===== src/rtl/pipe_register_div.sv =====
// Elastic DEPTH-stage valid/ready pipeline register for the divider datapath.
// Stage 0 loads din or the init seed; bubbles collapse and the pipe supports flush.
module pipe_register_div #(
    parameter int WIDTH = 10,
    parameter int DEPTH = 4
) (
    input  logic                       clk,
    input  logic                       rst,
    input  logic                       in_valid,
    output logic                       in_ready,
    input  logic                       init_load,
    input  logic [WIDTH-1:0]           init,
    input  logic [WIDTH-1:0]           din,
    input  logic                       flush,
    output logic                       out_valid,
    input  logic                       out_ready,
    output logic [WIDTH-1:0]           dout,
    output logic [$clog2(DEPTH+1)-1:0] count
);
    localparam int CW = $clog2(DEPTH+1);

    logic [DEPTH-1:0] v_q, v_d;
    logic [DEPTH-1:0] rdy;
    logic [WIDTH-1:0] data_q [DEPTH];
    logic [WIDTH-1:0] data_d [DEPTH];
    logic [CW-1:0]    count_q, count_d;
    logic             accept, pop;

    // A stage can take a new word if it is empty or anything downstream frees up.
    always_comb begin
        logic chain;
        rdy   = '0;
        chain = out_ready | ~v_q[DEPTH-1];
        rdy[DEPTH-1] = chain;
        for (int k = DEPTH-2; k >= 0; k--) begin
            chain  = chain | ~v_q[k];
            rdy[k] = chain;
        end
    end

    assign in_ready  = rdy[0] & ~flush;
    assign accept    = in_valid & in_ready;
    assign pop       = v_q[DEPTH-1] & out_ready;
    assign out_valid = v_q[DEPTH-1];
    assign dout      = data_q[DEPTH-1];
    assign count     = count_q;

    always_comb begin
        v_d     = v_q;
        data_d  = data_q;
        count_d = count_q + CW'(accept) - CW'(pop);
        if (rdy[0]) begin
            v_d[0] = accept;
            if (accept) begin
                data_d[0] = init_load ? init : din;
            end
        end
        for (int k = 1; k < DEPTH; k++) begin
            if (rdy[k]) begin
                v_d[k] = v_q[k-1];
                if (v_q[k-1]) begin
                    data_d[k] = data_q[k-1];
                end
            end
        end
        // Flush wins over any same-cycle accept or pop.
        if (flush) begin
            v_d     = '0;
            count_d = '0;
        end
    end

    always_ff @(posedge clk or posedge rst) begin
        if (rst) begin
            v_q     <= '0;
            count_q <= '0;
            for (int k = 0; k < DEPTH; k++) begin
                data_q[k] <= '0;
            end
        end else begin
            v_q     <= v_d;
            count_q <= count_d;
            for (int k = 0; k < DEPTH; k++) begin
                data_q[k] <= data_d[k];
            end
        end
    end

endmodule


===== config.mk =====
export PLATFORM = sky130hd
export DESIGN_NAME = pipe_register_div
export DESIGN_NICKNAME = d
export VERILOG_FILES = /design/src/rtl/pipe_register_div.sv
export SDC_FILE = /design/constraint.sdc
export NUM_CORES = 1
export LEC_CHECK = 0
export BUFFER_PORTS_ARGS = -buffer_cell sky130_fd_sc_hd__buf_2
export CORE_AREA = 2 2 77 79
export CTS_CLUSTER_DIAMETER = 120
export DETAILED_ROUTE_END_ITERATION = 8
export DIE_AREA = 0 0 79 81
export PLACE_DENSITY = 0.59
export RECOVER_POWER = 50
export SETUP_SLACK_MARGIN = 0.1
export SYNTH_ARGS = -nofsm -noshare
export SYNTH_HDL_FRONTEND = slang
export SYNTH_SLANG_ARGS = --single-unit

===== constraint.sdc =====
create_clock -name clk -period 3.4 [get_ports clk]
set_clock_uncertainty 0.05 [all_clocks]
set_input_delay 1.02 -clock clk [delete_from_list [all_inputs] [get_ports clk]]
set_output_delay 1.02 -clock clk [all_outputs]
set_load 0.005 [all_outputs]

==> reports/summary.txt, run 1 <==
Total clock sinks -> 47
Fmax -> 349 MHz
Vias in the first global route -> 1239
Unrepaired setup endpoints after global routing -> no
Total gr overflow -> 0
DR iter-0 viols -> 44
Final wirelength -> 3400 um
Met1 usage -> 0.143
Max Slew Vio Count -> 48
Int Pwr -> 1060 uW
Crit-path max FO -> 7
Largest net degree at the start of global routing -> 48
Post-route DRC -> 0
Synth warnings -> 0
Post-DP HPWL -> 2560 um
Fin crit share -> 0.842
R2r setup slk -> 0.99 ns
R2R Path End -> count[2]
Post-DR wirelength/cell -> 13.7 um
Net Count, Synth -> 172
Ant. Diodes -> 0
CTS buffer count -> 5
Fill count -> 560
Worst VDD drop -> 171 uV
Switching Fraction -> 0.250
Vias -> 1134
CP Depth -> 11
Final Setup Violations -> 0
Initial antenna violation count -> 0
Seq pwr share -> 0.573
CP max stage cell -> fa_1
Placed cell count -> 243
PortBufs -> 40
Die span in x -> 79 um
All-Layer GR Usage -> 0.117
Min Hold Slack -> 0.453 ns
Die H -> 81 um
Post-Syn Instances -> 143
GPL Wtd Cong -> 0.680
RR Startpoint -> v_q[2]
Distinct cells, synth -> 22
Multi-input gate area -> 778 sq um
Met3 Resource Use GR -> 0.0278
Mapped cell area -> 0.00210 sq mm
Die area -> 0.00640 sq mm
Clock Tree Buf Depth -> 2
Initial core utilization -> 0.369
Post-CTS setup buffers -> 0
Clock Latency Late Sink -> 0.29 ns
Fin. Hold Viols -> 0
Sequential area share after synthesis -> 0.561
Worst path bufs/invs -> 4
Worst hold-check path type -> reg2reg
Hold_buf cts -> 0
# nets final -> 204
Static leakage power -> 0.00112 uW
Family with the most delay on the worst path -> adder cells
Syn Area/Cell -> 14.7 sq um
FF+latch area -> 0.00118 sq mm
Delay of the slowest critical-path stage -> 0.38 ns
Max-Cap Viols -> 1
Gr busiest metal -> met2
H-Tree Depth -> 2
I/O pin count -> 41
Site row count -> 28
Seq cells post-synth -> 47
Hold Path Depth -> 1
Max_slew headroom -> -0.139
Routed Antenna Nets -> 0
CP most frequent cell -> inv_1
Critical-path cell list -> clkbuf_1 > and3b_1 > a311oi_4 > inv_1 > ha_1 > inv_1 > ha_1 > inv_1 > fa_1 > xnor2_1 > nor2_1
Worst hold endpoint -> dout[9]
Met2 Track Usage GR -> 0.192
Post-route setup slack -> 0.539 ns
Min cycle time layout -> 2.86 ns
Final core utilization -> 0.414
Status -> complete, but fails checks
WP data required -> 3.53 ns
CP Capture Type -> flop
Crit path DAT -> 2.99 ns
PwrDens -> 598 mW/mm^2
Global-route wire length before repair -> 5730 um
CTS tree -> done
Fraction of layout cells with a size suffix above 1 -> 0.552
Setup TNS -> 0 ns
Class of the most critical setup path -> in2reg
Clock power frac -> 0.215
Post-CTS Resized -> 0
Worst R2R Path Depth -> 10
Failing checks -> capacitance limit, slew limit
Syn-to-layout area delta -> 12.2%
Critical Path Source Type -> primary input
Worst slew pin tran -> 1.71 ns
CTS root buf -> clkbuf_8
Non-filler cells in the finished layout -> 249
Hold path startpoint -> dout[9]
Switching Power -> 351 uW
Core footprint -> 0.00568 sq mm
Gate power share -> 0.212
Vias per inst -> 4.55
Drt pass-1 iters -> 2
Clock transition at path regs -> 0.07 ns
Placement Setup Slack -> 0.283 ns
## power groups by stage
stage                     sequential [uW]  combinational, uW  clock (uW)
after CTS                             808                309         313
final                                 806                298         303
after detailed placement              821                307           0
after global routing                  831                332         337
after floorplan                       788                291           0
after global placement                811                294           0
## layout make-up
class / count / share of cell area
sequential: 47 / 0.500
tap: 75 / 0.0399
clock buffer: 6 / 0.0309
timing repair buffer: 41 / 0.0867
inverter: 7 / 0.0112
multi-input combinational: 73 / 0.331
## logic make-up (layout without fill, tap and decap cells)
logic type | after synthesis | after routing | synth area share
AOI/OAI and AO/OA | 7 | 7 | 0.0316
xor gates and xnor gates | 2 | 2 | 0.00836
adders and majority gates | 3 | 3 | 0.0215
buffers and inverters | 23 | 54 | 0.0675
DFF | 47 | 47 | 0.561
muxes | 50 | 50 | 0.285
and+or+nand+nor | 11 | 11 | 0.0251
## cells in the mapped netlist
| cell type | count | area (sq um) |
|---|---|---|
| buf_4 | 10 | 75.1 |
| a21oi_1 | 3 | 15.0 |
| nand2b_1 | 1 | 6.26 |
| nor2b_1 | 1 | 6.26 |
| a21bo_2 | 1 | 10.0 |
| clkbuf_1 | 2 | 7.51 |
| nor2_1 | 7 | 26.3 |
| a311oi_4 | 1 | 26.3 |
| mux2_4 | 9 | 135 |
| nand3_1 | 1 | 5.00 |
| dfrtp_1 | 47 | 1180 |
| buf_6 | 2 | 22.5 |
| mux2_2 | 41 | 462 |
| inv_1 | 7 | 26.3 |
| ha_1 | 2 | 25.0 |
| buf_2 | 2 | 10.0 |
| o21ai_2 | 1 | 8.76 |
| and3b_1 | 1 | 8.76 |
| xor2_1 | 1 | 8.76 |
| a31oi_1 | 1 | 6.26 |
| fa_1 | 1 | 20.0 |
| xnor2_1 | 1 | 8.76 |
## flip-flops by register name (all words and copies together), names as in the netlist
name    cells
count       3
data_q     30
dout       10
v_q         4
## through the flow
step	power, uW	area, sq um
floorplan	1080	2100
global placement	1100	2280
detailed placement	1130	2280
CTS	1430	2350
global route	1500	2350
finish	1410	2350
## routing by layer
metal	routed length [um]	part of all wire
met2	1640	0.48
met3	138	0.041
met1	1540	0.45
met4	77	0.023
met5	0	0
## placed cells by master, fill, tap and decap left out, drive strengths merged
master / n
fa: 1
nor2: 7
o21ai: 1
mux2: 50
clkbuf: 9
inv: 7
and3b: 1
xor2: 1
a21oi: 3
dfrtp: 47
ha: 2
xnor2: 1
buf: 38
nand3: 1
a31oi: 1
nor2b: 1
nand2b: 1
a21bo: 1
a311oi: 1
## how the worst max path moves through the flow
stage | from | to | slack (ns)
global route | out_ready | count[2] | 0.37
detailed placement | out_ready | count[2] | 0.28
floorplan | out_ready | count[2] | 0.31
finish | out_ready | count[2] | 0.54
CTS | out_ready | in_ready | 0.56
global placement | out_ready | count[2] | 0.38
(Power assumes the default switching activity.)
==> inputs of run 2 (changes only) <==
- PLACE_DENSITY: 0.59 -> 0.61
- clock period: 3.4 -> 2.6 ns (I/O delays scaled with it)
==> run 2 against run 1 <==
  * The flow now finishes without violations
  * Sequential power rose by 30%
  * First-iteration DRC count grew 25%
  * Via count up 0.71%
  * Flip-flop and latch count unchanged
  * Die area unchanged
  * Worst hold slack got worse by 0.0015 ns
  * Global-route usage shrank 0.28 points
  * Cell count rose by 2.4%
  * Final area rose by 3.0%
  * Power rose by 34%
  * Largest cell class unchanged
  * Non-clock buffer count is 4 higher
  * Combinational power rose by 33%
==> reports/summary.txt, run 2 (same netlist as run 1, synthesis figures left out) <==
Clock Latency Late Sink -> 0.29 ns
Worst hold endpoint -> dout[6]
Initial antenna violation count -> 0
PwrDens -> 781 mW/mm^2
R2R Path End -> count[1]
Initial core utilization -> 0.369
I/O pin count -> 41
Most frequent cells in the layout -> dfrtp_1 (47), mux2_2 (41), buf_2 (38)
Delay of the slowest critical-path stage -> 0.22 ns
Clock power frac -> 0.235
CTS root buf -> clkbuf_8
Final Setup Violations -> 0
# nets final -> 208
Hold Path Depth -> 1
Min Hold Slack -> 0.451 ns
Routed Antenna Nets -> 0
Fin crit share -> 0.929
Largest Register -> data_q
CP most frequent cell -> buf_2
Die area -> 0.00640 sq mm
Post-route setup slack -> 0.185 ns
Gate power share -> 0.209
All-Layer GR Usage -> 0.114
Die H -> 81 um
Vias per inst -> 4.48
Post-route DRC -> 0
Fraction of layout cells with a size suffix above 1 -> 0.589
Die span in x -> 79 um
Switching Power -> 470 uW
DR iter-0 viols -> 55
CP Capture Type -> output pin
Fin. Hold Viols -> 0
Family with the most delay on the worst path -> buffers and inverters
Post-CTS setup buffers -> 0
Final wirelength -> 3290 um
R2r setup slk -> 0.42 ns
Post-DP HPWL -> 2610 um
Site row count -> 28
Placement Setup Slack -> -0.0304 ns
Most common cell after layout, fill and taps aside -> dfrtp_1
H-Tree Depth -> 2
Unrepaired setup endpoints after global routing -> no
WP data required -> 1.77 ns
Crit path DAT -> 1.58 ns
CTS buffer count -> 5
Post-CTS Resized -> 0
Max_slew headroom -> 0.351
Static leakage power -> 0.00113 uW
Largest net degree at the start of global routing -> 28
Core footprint -> 0.00568 sq mm
Status -> completed
Seq pwr share -> 0.556
Post-DR wirelength/cell -> 12.9 um
Vias -> 1142
Ant. Diodes -> 0
Max Slew Vio Count -> 0
CTS tree -> done
Syn-to-layout area delta -> 15.5%
Max-Cap Viols -> 0
Total clock sinks -> 47
Total gr overflow -> 0
Worst hold-check path type -> reg2reg
CP max stage cell -> and3b_1
Drt pass-1 iters -> 4
Switching Fraction -> 0.249
RR Startpoint -> v_q[2]
Max reg flops -> 30
Worst path bufs/invs -> 3
Fmax -> 414 MHz
Worst VDD drop -> 250 uV
GPL Wtd Cong -> 0.673
Clock Tree Buf Depth -> 2
Global-route wire length before repair -> 5650 um
Critical-path cell list -> buf_2 > and3b_1 > buf_4 > a31oi_1 > buf_2
Hold path startpoint -> dout[6]
Class of the most critical setup path -> in2out
Hold_buf cts -> 0
Design Power -> 1890 uW
Int Pwr -> 1420 uW
PortBufs -> 40
Min cycle time layout -> 2.41 ns
Critical Path Source Type -> primary input
Worst slew pin tran -> 0.972 ns
Clock transition at path regs -> 0.08 ns
Vias in the first global route -> 1261
Worst R2R Path Depth -> 9
Crit-path max FO -> 6
==> run 2: cell count changes in the layout (fill, tap and decap cells not counted) <==
cell and delta:
ha_1 -2, fa_2 +1, buf_2 +1, inv_2 +3, inv_1 -3, ha_4 +2
clkinv_4 +1, clkbuf_8 +1, buf_4 +1, fa_1 -1, clkbuf_1 +2
==> run 2: through the flow <==
step / instance area (sq um) / setup TNS, ns / instances / util
floorplan: 2120 / -0.169 / 143 / -
global placement: 2340 / 0 / 247 / 0.412
detailed placement: 2340 / -0.0304 / 247 / 0.412
CTS: 2430 / 0 / 255 / 0.429
global route: 2420 / 0 / 255 / 0.427
finish: 2420 / 0 / 255 / 0.427
==> run 2: routing by layer <==
metal  vias to the layer above  track usage  share of wire
met5                         -            0              0
met4                         0       0.0500          0.020
met3                         6       0.0367          0.056
met2                        32        0.203           0.52
met1                       553        0.124           0.40
li1                        551            -              -
==> run 2: power groups by stage <==
| stage | combinational (uW) | clock (uW) | sequential [uW] |
|---|---|---|---|
| 2_1_floorplan | 383 | 0 | 1030 |
| 5_1_grt | 440 | 491 | 1090 |
| 3_3_place_gp | 390 | 0 | 1060 |
| 3_5_place_dp | 409 | 0 | 1080 |
| 6_report | 395 | 444 | 1050 |
| 4_1_cts | 412 | 456 | 1060 |
==> run 2: layout make-up <==
class,count,area [sq um]
tap,75,93.8
sequential,47,1180
fill,541,3250
clock inverter,1,8.76
clock buffer,7,86.3
inverter,7,26.3
multi-input combinational,73,806
timing repair buffer,45,224
==> run 2: worst max-delay path by stage <==
stage | startpoint | endpoint | slack (ns) | cells after the start
4_1_cts | out_ready | in_ready | 0.17 | 5
3_5_place_dp | out_ready | count[1] | -0.03 | 10
2_1_floorplan | out_ready | count[1] | -0.10 | 11
6_report | out_ready | in_ready | 0.19 | 5
3_3_place_gp | out_ready | count[1] | 0.05 | 10
5_1_grt | out_ready | in_ready | 0.16 | 5
==> inputs of run 3 (changes only) <==
--- a/config.mk
+++ b/config.mk
@@ -7,9 +7,11 @@
 export LEC_CHECK = 0
 export BUFFER_PORTS_ARGS = -buffer_cell sky130_fd_sc_hd__buf_2
-export CORE_AREA = 2 2 77 79
+export CELL_PAD_IN_SITES_DETAIL_PLACEMENT = 1
+export CELL_PAD_IN_SITES_GLOBAL_PLACEMENT = 2
+export CORE_AREA = 2 2 82 84
 export CTS_CLUSTER_DIAMETER = 120
 export DETAILED_ROUTE_END_ITERATION = 8
-export DIE_AREA = 0 0 79 81
-export PLACE_DENSITY = 0.61
+export DIE_AREA = 0 0 84 86
+export PLACE_DENSITY = 0.74
 export RECOVER_POWER = 50
 export SETUP_SLACK_MARGIN = 0.1
==> constraint.sdc (replaced) <==
create_clock -name clk -period 2.6 [get_ports clk]
set_clock_uncertainty 0.05 [all_clocks]
set_input_delay 0.78 -clock clk [delete_from_list [all_inputs] [get_ports clk]]
set_output_delay 0.78 -clock clk [all_outputs]
set_load 0.05 [all_outputs]
==> run 3 against run 2 <==
  * Combinational power grew 77%
  * Power is 14% higher
  * Sequential power hardly changed
  * Setup slack lost 0.040 ns
  * Die area increased by 13%
  * Largest cell class unchanged
  * Largest power group unchanged
  * Highest routed layer unchanged
==> reports/summary.txt, run 3 (same netlist as run 1, synthesis figures left out) <==
Initial antenna violation count -> 0
CTS root buf -> clkbuf_8
Die H -> 86 um
Family with the most delay on the worst path -> buffers and inverters
Die span in x -> 84 um
Final wirelength -> 3490 um
I/O pin count -> 41
CP max stage cell -> and3b_1
Drt pass-1 iters -> 3
Vias per inst -> 4.52
Vias -> 1157
CTS tree -> done
Core footprint -> 0.00628 sq mm
Crit-path max FO -> 6
Max-Cap Viols -> 0
WP data required -> 1.77 ns
Routed Antenna Nets -> 0
Ant. Diodes -> 0
Initial core utilization -> 0.334
Fin crit share -> 0.944
Clock Tree Buf Depth -> 2
Most frequent cells in the layout -> dfrtp_1 (47), mux2_2 (41), buf_2 (35)
Final core utilization -> 0.386
Critical-path cell list -> clkbuf_1 > and3b_1 > buf_4 > a31oi_2 > buf_6
Switching Power -> 773 uW
Clock transition at path regs -> 0.08 ns
Worst path bufs/invs -> 3
Static leakage power -> 0.00113 uW
Most common cell after layout, fill and taps aside -> dfrtp_1
Class of the most critical setup path -> in2out
Min cycle time layout -> 2.45 ns
Clock Latency Late Sink -> 0.29 ns
Max Slew Vio Count -> 0
CTS buffer count -> 5
Critical Path Source Type -> primary input
Largest net degree at the start of global routing -> 26
Fmax -> 407 MHz
Die area -> 0.00722 sq mm
Largest Register -> data_q
Clock power frac -> 0.188
Hold_buf cts -> 0
Fin. Hold Viols -> 0
Switching Fraction -> 0.357
# nets final -> 207
H-Tree Depth -> 2
All-Layer GR Usage -> 0.104
Design Power -> 2160 uW
Global-route wire length before repair -> 5980 um
Seq pwr share -> 0.488
Total clock sinks -> 47
Total gr overflow -> 0
Worst slew pin tran -> 0.919 ns
Int Pwr -> 1390 uW
CP Capture Type -> output pin
Delay of the slowest critical-path stage -> 0.22 ns
Max reg flops -> 30
Min Hold Slack -> 0.456 ns
Fraction of layout cells with a size suffix above 1 -> 0.592
Status -> completed
Worst hold-check path type -> reg2reg
DR iter-0 viols -> 18
Max_slew headroom -> 0.387
GPL Wtd Cong -> 0.686
Site row count -> 29
Gate power share -> 0.324
Crit path DAT -> 1.62 ns
Syn-to-layout area delta -> 15.5%
Final Setup Violations -> 0
Fill count -> 679
Post-DP HPWL -> 2830 um
Vias in the first global route -> 1278
Post-DR wirelength/cell -> 13.6 um
Unrepaired setup endpoints after global routing -> no
PwrDens -> 894 mW/mm^2
PortBufs -> 40
Post-route DRC -> 0
Worst VDD drop -> 458 uV
==> run 3: changes by cell type in the layout (fill, tap and decap cells not counted), sizes merged <==
cell / change
buf: -2
clkinvlp: +1
==> run 3: timing repair <==
item,CTS,global route
endpoints found under the setup margin,1,1
setup buffers,0,0
gates resized for setup,1,1
==> run 3: routing by layer <==
layer | up-vias | track usage | part of all wire
met4 | 0 | 0.0528 | 0.021
met1 | 573 | 0.122 | 0.43
li1 | 548 | - | -
met2 | 29 | 0.181 | 0.51
met5 | - | 0 | 0
met3 | 7 | 0.0221 | 0.044
==> run 3: power groups by stage <==
stage,combinational (uW),clock (uW),sequential (uW)
finish,701,407,1060
global route,744,456,1090
CTS,719,430,1060
detailed placement,717,0,1080
global placement,692,0,1060
floorplan,674,0,1050
==> run 3: final timing paths <==
check                      slack [ns]    endpoint      start  cells past startpoint
setup / recovery                 0.15    in_ready  out_ready                      5
hold / removal                   0.46     dout[4]    dout[4]                      1
setup reg to reg                 0.44    count[2]     v_q[2]                     10
hold reg to reg                  0.46     dout[4]    dout[4]                      1
max in group asynchronous        0.83  data_q[30]        rst                      3
min in group asynchronous        0.63    count[1]        rst                      2
==> run 3: layout make-up <==
| class | instances | area [sq um] | share of cell area |
|---|---|---|---|
| repair buffers | 44 | 225 | 0.0930 |
| flip-flops and latches | 47 | 1180 | 0.486 |
| inverters | 7 | 26.3 | 0.0109 |
| well taps | 77 | 96.3 | 0.0398 |
| multi-input cells | 73 | 812 | 0.335 |
| clock buffers | 6 | 72.6 | 0.0300 |
| clock inverters | 2 | 12.5 | 0.00517 |
==> run 3: per-stage QoR <==
step / cells / worst slack, ns / instance area [sq um] / setup TNS, ns
final: 256 / 0.145 / 2420 / 0
after global routing: 256 / 0.0864 / 2420 / 0
after CTS: 256 / 0.135 / 2430 / 0
after detailed placement: 248 / 0.00662 / 2340 / 0
after global placement: 248 / 0.0610 / 2340 / 0
after floorplan: 143 / -0.110 / 2130 / -0.181
==> run 3: worst reg2reg max path, delay by kind of cell (launching register included) <==
kind                       cells  cell delay (ns)
AOI/OAI and AO/OA              1             0.30
xor gates and xnor gates       1             0.18
adders and majority gates      3             0.66
buffers and inverters          3             0.17
DFF                            1             0.41
and+or+nand+nor                2             0.29
